## config.mk

```make
export PLATFORM = sky130hd
export DESIGN_NAME = text_lcd_ctrl
export DESIGN_NICKNAME = d
export VERILOG_FILES = /design/src/rtl/text_lcd_ctrl.sv
export SDC_FILE = /design/constraint.sdc
export NUM_CORES = 1
export LEC_CHECK = 0
export CAP_MARGIN = 10
export CORE_ASPECT_RATIO = 0.8
export CORE_UTILIZATION = 30
export DETAILED_ROUTE_END_ITERATION = 8
export PLACE_DENSITY = 0.52
export REMOVE_ABC_BUFFERS = 1
export SKIP_LAST_GASP = 1
export SYNTH_ARGS = -nofsm -noshare
export SYNTH_HDL_FRONTEND = slang
export SYNTH_SLANG_ARGS = --single-unit
```

## constraint.sdc

```tcl
create_clock -name clk -period 4.3 [get_ports clk]
set_input_delay 0.86 -clock clk [delete_from_list [all_inputs] [get_ports clk]]
set_output_delay 0.86 -clock clk [all_outputs]
set_load 0.02 [all_outputs]
```

## src/rtl/text_lcd_ctrl.sv

```systemverilog
// text_lcd_ctrl: HD44780 8-bit write controller; power-up wait, init sequence,
// then endless refresh of line 1 as "HH:MM:SS.CC" from snapshotted digits.
module text_lcd_ctrl #(
  parameter int T_POWERUP = 750000,
  parameter int T_SETUP   = 2,
  parameter int T_PW      = 12,
  parameter int T_HOLD    = 2,
  parameter int T_EXEC    = 2000,
  parameter int T_CLEAR   = 80000
) (
  input  logic       clk,
  input  logic       reset,
  input  logic [7:0] hour_10,
  input  logic [7:0] hour_1,
  input  logic [7:0] min_10,
  input  logic [7:0] min_1,
  input  logic [7:0] sec_10,
  input  logic [7:0] sec_1,
  input  logic [7:0] cnt_10,
  input  logic [7:0] cnt_1,
  output logic       lcd_e,
  output logic       lcd_rs,
  output logic       lcd_rw,
  output logic [7:0] lcd_data,
  output logic       init_done,
  output logic       frame_done
);
  localparam int M0 = T_POWERUP > T_CLEAR ? T_POWERUP : T_CLEAR;
  localparam int M1 = M0 > T_EXEC ? M0 : T_EXEC;
  localparam int M2 = M1 > T_PW ? M1 : T_PW;
  localparam int M3 = M2 > T_SETUP ? M2 : T_SETUP;
  localparam int TMAX = M3 > T_HOLD ? M3 : T_HOLD;
  localparam int TW = $clog2(TMAX) + 1;
  // Timer counts down to zero, so each phase loads its length minus one.
  localparam logic [TW-1:0] L_PWR = TW'(T_POWERUP - 1);
  localparam logic [TW-1:0] L_SET = TW'(T_SETUP - 1);
  localparam logic [TW-1:0] L_PW  = TW'(T_PW - 1);
  localparam logic [TW-1:0] L_HLD = TW'(T_HOLD - 1);
  localparam logic [TW-1:0] L_EXE = TW'(T_EXEC - 1);
  localparam logic [TW-1:0] L_CLR = TW'(T_CLEAR - 1);

  typedef enum logic [1:0] {PWRUP, INIT, ADDR, CHAR} top_t;
  typedef enum logic [1:0] {SETUP, PULSE, HOLD, WAIT} ph_t;

  top_t st_q, st_d;
  ph_t ph_q, ph_d;
  logic [TW-1:0] tmr_q, tmr_d;
  logic [3:0] idx_q, idx_d;
  logic [7:0][7:0] snap_q, snap_d;
  logic e_q, e_d, rs_q, rs_d, init_done_q, init_done_d, frame_done_q, frame_done_d;
  logic [7:0] data_q, data_d;

  function automatic logic [7:0] init_byte(input logic [3:0] i);
    return i == 4'd0 ? 8'h38 : i == 4'd1 ? 8'h0C : i == 4'd2 ? 8'h06 : 8'h01;
  endfunction

  function automatic logic [7:0] char_byte(input logic [3:0] i, input logic [7:0][7:0] s);
    logic [7:0] b;
    case (i)
      4'd0:    b = s[0];
      4'd1:    b = s[1];
      4'd3:    b = s[2];
      4'd4:    b = s[3];
      4'd6:    b = s[4];
      4'd7:    b = s[5];
      4'd9:    b = s[6];
      4'd10:   b = s[7];
      4'd8:    b = 8'h2E;
      default: b = 8'h3A;
    endcase
    return b == 8'h00 ? 8'h20 : b;
  endfunction

  always_comb begin
    st_d = st_q;
    ph_d = ph_q;
    tmr_d = tmr_q - 1'b1;
    idx_d = idx_q;
    snap_d = snap_q;
    e_d = e_q;
    rs_d = rs_q;
    data_d = data_q;
    init_done_d = init_done_q;
    frame_done_d = 1'b0;
    if (tmr_q == '0) begin
      if (st_q == PWRUP) begin
        st_d = INIT;
        ph_d = SETUP;
        tmr_d = L_SET;
        idx_d = '0;
        rs_d = 1'b0;
        data_d = 8'h38;
      end else begin
        case (ph_q)
          SETUP: begin
            ph_d = PULSE;
            tmr_d = L_PW;
            e_d = 1'b1;
          end
          PULSE: begin
            ph_d = HOLD;
            tmr_d = L_HLD;
            e_d = 1'b0;
          end
          HOLD: begin
            ph_d = WAIT;
            tmr_d = (st_q == INIT && idx_q == 4'd3) ? L_CLR : L_EXE;
          end
          default: begin
            ph_d = SETUP;
            tmr_d = L_SET;
            if ((st_q == INIT && idx_q == 4'd3) || (st_q == CHAR && idx_q == 4'd10)) begin
              // Entering ADDR: take a coherent copy of the digits for this frame.
              st_d = ADDR;
              idx_d = '0;
              rs_d = 1'b0;
              data_d = 8'h80;
              snap_d = {cnt_1, cnt_10, sec_1, sec_10, min_1, min_10, hour_1, hour_10};
              init_done_d = 1'b1;
              frame_done_d = st_q == CHAR;
            end else if (st_q == ADDR) begin
              st_d = CHAR;
              idx_d = '0;
              rs_d = 1'b1;
              data_d = char_byte(4'd0, snap_q);
            end else begin
              idx_d = idx_q + 4'd1;
              data_d = st_q == INIT ? init_byte(idx_q + 4'd1) : char_byte(idx_q + 4'd1, snap_q);
            end
          end
        endcase
      end
    end
  end

  always_ff @(posedge clk or posedge reset) begin
    if (reset) begin
      st_q <= PWRUP;
      ph_q <= SETUP;
      tmr_q <= L_PWR;
      idx_q <= '0;
      snap_q <= '0;
      e_q <= 1'b0;
      rs_q <= 1'b0;
      data_q <= 8'h00;
      init_done_q <= 1'b0;
      frame_done_q <= 1'b0;
    end else begin
      st_q <= st_d;
      ph_q <= ph_d;
      tmr_q <= tmr_d;
      idx_q <= idx_d;
      snap_q <= snap_d;
      e_q <= e_d;
      rs_q <= rs_d;
      data_q <= data_d;
      init_done_q <= init_done_d;
      frame_done_q <= frame_done_d;
    end
  end

  assign lcd_e = e_q;
  assign lcd_rs = rs_q;
  assign lcd_rw = 1'b0;
  assign lcd_data = data_q;
  assign init_done = init_done_q;
  assign frame_done = frame_done_q;
endmodule
```

* Word level (Yosys, flattened, before mapping)
Index checks and enable logic that the tools add are counted.
** Operators by class
- Add/subtract/negate cells :: 2
- $mul :: 0
- Div/mod/pow operators :: 0
- Magnitude comparators :: 0
- Equal/unequal tests :: 17
- Shift operators :: 0
- Multiplexer cells :: 44
- Bitwise gates (word level) :: 2
- Reduce and logical (&&, ||, !) cells :: 16
** Operator list (count)
- 8-bit two-way mux :: 17
- 8-bit case mux with 9 select lines :: 1
- 17-bit two-way mux :: 2
- 17-bit case mux with 2 select lines :: 1
- 21-bit logical NOT :: 1
- 21-bit two-way mux :: 1
- 21-bit by 1-bit subtractor with 21-bit output (second input constant) :: 1
- 4-bit two-way mux :: 5
- 4-bit == test (second input constant) :: 4
- 8-bit logical NOT :: 2
- 4-bit by 2-bit == test with 1-bit output (second input constant) :: 3
- 4-bit by 3-bit == test with 1-bit output (second input constant) :: 3
- 2-bit two-way mux :: 5
- 1-bit two-way mux :: 8
- 2-bit == test (second input constant) :: 3
- 6-bit two-way mux :: 1
- 2-bit case mux with 3 select lines :: 1
- 3-bit AND reduction :: 2
- 4-bit by 1-bit adder with 4-bit output (second input constant) :: 1
- 2-bit by 1-bit == test with 1-bit output (second input constant) :: 2
- 4-bit by 1-bit == test with 1-bit output (second input constant) :: 1
- 2-bit logical NOT :: 2
- 4-bit logical NOT :: 1
- 4-bit AND reduction :: 1
- other kinds (10) :: 12
** Storage, ports and cells
- Register bits :: 105
- Bits in latches :: 0
- RAM bits :: 0
- Bits in read-only memories :: 0
- Output and inout port bits :: 13
- Logic and storage cells :: 98
- Memories kept :: 0

* Depth between registers and ports, before layout
- Depth after elaboration :: 15
- Gate-level depth with buffers :: 12

* Worst setup path before layout
No wires, ideal clock.
- Path type :: register to register
- Start :: register idx_q[0]
- End :: register data_q[5] (netlist: lcd_data[5])
- Setup time :: 77 ps
- Arrival time :: 2410 ps
- Data required time :: 4223 ps
- Slack :: 1813 ps
- Cell stages (with the launch flop) :: 13
- Buffers on the path :: 3
- Period minus slack after synthesis :: 2487 ps
- Cells stage by stage :: dfrtp_1 clkbuf_1 inv_1 ha_1 clkbuf_1 clkbuf_1 a222oi_1 o21ai_0 a22oi_1 nand4_1 nor4_1 nand4_1 a21oi_1
** On the way
- Word-level cells in the longest chain between the ends :: 15
- Elaborated cells between the ends (all ways) :: 29
** RTL lines
- from (decl) :: RTL line 48 : logic [3:0] idx_q, idx_d;
- from (signal assigned) :: RTL line 152 : idx_q <= idx_d;
- 4-bit by 1-bit adder with 4-bit output :: RTL line 128 : data_d = st_q == INIT ? init_byte(idx_q + 4'd1) : char_byte(idx_q + 4'd1, snap_q);
- 4-bit == test (tied with other cells) :: RTL line 59 : case (i)
- 8-bit case mux with 9 select lines :: RTL line 59
- 8-bit two-way mux :: RTL line 121 : end else if (st_q == ADDR) begin
- 8-bit two-way mux :: RTL line 112 : if ((st_q == INIT && idx_q == 4'd3) || (st_q == CHAR && idx_q == 4'd10)) begin
- 8-bit two-way mux :: RTL line 94 : case (ph_q)
- 8-bit two-way mux :: RTL line 86 : if (st_q == PWRUP) begin
- 8-bit two-way mux :: RTL line 85 : if (tmr_q == '0) begin
- 8-bit logical NOT :: RTL line 71 : return b == 8'h00 ? 8'h20 : b;
- 8-bit two-way mux :: RTL line 71
- 8-bit two-way mux :: RTL line 128
- 8-bit two-way mux :: RTL line 121
- 8-bit two-way mux (*) :: RTL line 112
- 8-bit two-way mux (*) :: RTL line 94
- 8-bit two-way mux (*) :: RTL line 86
- to (signal assigned) :: RTL line 156 : data_q <= data_d;
- to (decl) :: RTL line 51 : logic [7:0] data_q, data_d;
Mark *: on every way between the ends. The rest lies on a longest branch, timed or not. The select of a mux whose other input is x is not followed.
A chain may end at the register's enable or synchronous reset.

* Final worst setup path
- Start :: register idx_q[0]
- End :: register snap_q[5] in the netlist's numbering
** On the way
- Word-level cells in the longest chain between the ends :: 4
- Elaborated cells between the ends (all ways) :: 6
** RTL lines
- 4-bit by 2-bit == test with 1-bit output / 4-bit == test (equally long branches) :: RTL line 112
- 1-bit logical AND :: RTL line 112
- 1-bit logical OR (*) :: RTL line 112
- 4-bit AND reduction (no line) (*)
- to (signal assigned) :: RTL line 153 : snap_q <= snap_d;
- to (decl) :: RTL line 49 : logic [7:0][7:0] snap_q, snap_d;
Mark *: on every way between the ends. The rest lies on a longest branch, timed or not.

==> out/qor.txt <==
GRT Total Usage = 16.9%
# IOs = 79
Worst-Skew Late Latency = 360 ps
internal power = 0.00152 W
Top Usage Layer GRT = met2
Worst EP arrival = 3370 ps
Synth async-reset ratio = 100%
clock tree buffer depth = 2
met1 usage = 23.6%
Leak = 3.00 nW
TritonCTS clock tree = built
Wirelength per Cell = 18.1 um
DP HPWL = 11500 um
clock slew at reported path FFs = 70 ps
initial antenna violation count = 0
clk sinks = 105
relative slew slack = 32.2%
first-pass GRT wire length = 26000 um
grt met3 use = 3.96%
area leader, netlist = dfrtp_1
sequential area share after synthesis = 45.3%
Hold Vio Cnt, Final = 0
Syn Area/Cell = 10.6 um2
# nets final = 690
Max Slew Vio Count = 0
total power = 0.00198 W
Psw = 0.000461 W
Comb pwr share = 7.1%
die area = 0.0200 mm2
Die Ht = 127 um
Period minus WS final = 3120 ps
Max VDD drop = 0.159 mV
Synth Register Bits = 105
Antenna Cells = 0
met2 usage = 25.8%
RePlAce Congestion = 0.864
Power Dens Cells = 278 mW/mm2
RSZ-0062 raised after global routing = false
max cap viols = 0
cts bufs inserted = 9
Routed WL = 15800 um
# resized after CTS = 0
antenna viol nets, final = 0
commonest non-fill, non-tap cell in the layout = dfrtp_1
Ys Warns = 0
multi-input logic area = 0.00297 mm2
num rows = 45
setup violators final = 0
DRC = 0
period utilization = 72.6%
Sequential Power Share = 52.9%
Mapped Area = 0.00584 mm2
Core Util, Final = 37.5%
Initial Util = 30.7%
outcome = completed
HP Class = reg2reg
Hold Slack = 459 ps
CTS root buffer = clkbuf_16
crit end category = register
Switching Share = 23.3%
gr ovfl total = 0
Post-synth EDFFs = 0
Post-CTS Setup Inserts = 0
worst-path maximum fanout = 67
Post-CTS Hold Buffers = 0
total core area = 0.0190 mm2
Syn Inst Count = 549
count of cell types in the netlist = 72
clock share of power = 40.1%
detailed router's first-iteration violation count = 480
CP Data Required Time = 4540 ps
share of cells above drive strength 1 = 19.4%
DR vias/cell = 5.32
CP Launch Type = register
clk_skew = 9.26 ps
Synth area leaders = dfrtp_1, mux2_2, mux2_4
Layout fillers = 1898
worst-margin pin slew = 1020 ps
P&R area growth vs syn = 22.3%
CP Class = reg2reg
Die Span X = 158 um
quantity of I/O buffers inserted on ports = 77
largest net degree at the start of global routing = 68
via count = 4659
number of global-route vias before repair = 4681
1st-pass router iterations = 5
H-tree levels = 3
top cell type's share of synthesized area = 39.5%
maximum clock rate = 320 MHz
Top FF cell, synth = dfrtp_1
setup TNS = 0 ps
Sequential Area = 0.00264 mm2
commonest non-fill, non-tap cells in the layout = dfrtp_1, clkdlybuf4s50_1, nand2_1
-- cells in the mapped netlist, types with 3 or more instances --
library cell  count
dfrtp_1          92
nand2_1          41
mux2_2           40
o21ai_0          35
nor2_1           28
mux2_4           27
a21oi_1          21
clkbuf_1         19
inv_1            16
nand3_1          16
a22oi_1          15
dfstp_2          13
ha_1             11
nor3_1           11
nor4_1           11
xnor2_1          10
and3_1            9
buf_2             8
mux2i_1           8
or3_1             8
a222oi_1          6
a22o_1            6
nand4_1           6
o211ai_1          6
nand2b_1          5
xor2_1            5
a221oi_1          4
a31oi_1           4
buf_6             4
o41ai_1           4
a211oi_1          3
and2_1            3
-- final timing paths --
path / cells after the start / slack (ps) / start / to
setup / recovery: 8 / 1180 / idx_q[0] / snap_q[5]
hold reg to reg: 1 / 460 / tmr_q[0] / tmr_q[0]
min in group asynchronous: 2 / 950 / reset / frame_done
max in group asynchronous: 3 / 2610 / reset / tmr_q[8]
hold / removal: 1 / 460 / tmr_q[0] / tmr_q[0]
setup reg to reg: 8 / 1180 / idx_q[0] / snap_q[5]
-- kinds of logic (layout without fill, tap and decap cells) --
family                     count (synthesis)  in the layout  synth area share [%]
adders and majority gates                 11             11                  2.36
xor gates and xnor gates                  15             15                  2.25
buffers and inverters                     50            119                  3.97
other                                      1              1                0.0643
DFF                                      105            105                  45.3
and+or+nand+nor                          160            160                  14.6
AOI/OAI and AO/OA                        132            132                  15.4
muxes                                     75             75                  16.0
-- area by class of cell --
class,count,share of cell area (%)
well taps,258,4.52
repair buffers,87,12.0
multi-input cells,394,41.6
inverters,16,0.876
flip-flops and latches,105,37.0
clock buffers,10,3.35
clock inverters,6,0.613
-- through the flow --
stage	area, um2	cells	setup WS, ps
5_1_grt	7140	876	969
2_1_floorplan	5660	515	442
3_5_place_dp	6860	860	1250
4_1_cts	7140	876	1220
6_report	7140	876	1180
3_3_place_gp	6860	860	1320
-- metal layers --
metal	routed length [um]	share of wire, %	up-vias
met1	7360	46	2302
met4	274	1.7	0
li1	-	-	2169
met5	0	0	-
met2	7180	45	168
met3	1010	6.4	20
-- power groups by stage --
| stage | registers (W) | clock network, W | logic (W) |
|---|---|---|---|
| finish | 0.00105 | 0.000794 | 0.000140 |
| detailed placement | 0.00107 | 0 | 0.000143 |
| CTS | 0.00105 | 0.000818 | 0.000143 |
| global placement | 0.00107 | 0 | 0.000140 |
| global route | 0.00105 | 0.000851 | 0.000153 |
| floorplan | 0.00105 | 0 | 0.0000644 |
-- critical path: stages (launching register included) --
cell,delay [ps]
dfrtp_1,500
inv_1,130
ha_1,510
nand3_1,210
o21ai_0,130
nor3b_2,510
nand3_4,90
buf_4,390
mux2_4,430
-- sequential cells by signal (all words and copies together), names as in the netlist --
register and cells:
ph_q 2, lcd_rs 1, snap_q 64, idx_q 4, lcd_e 1, frame_done 1
st_q 2, init_done 1, lcd_data 8, tmr_q 21
No activity file was read; power rests on OpenSTA's default activity.
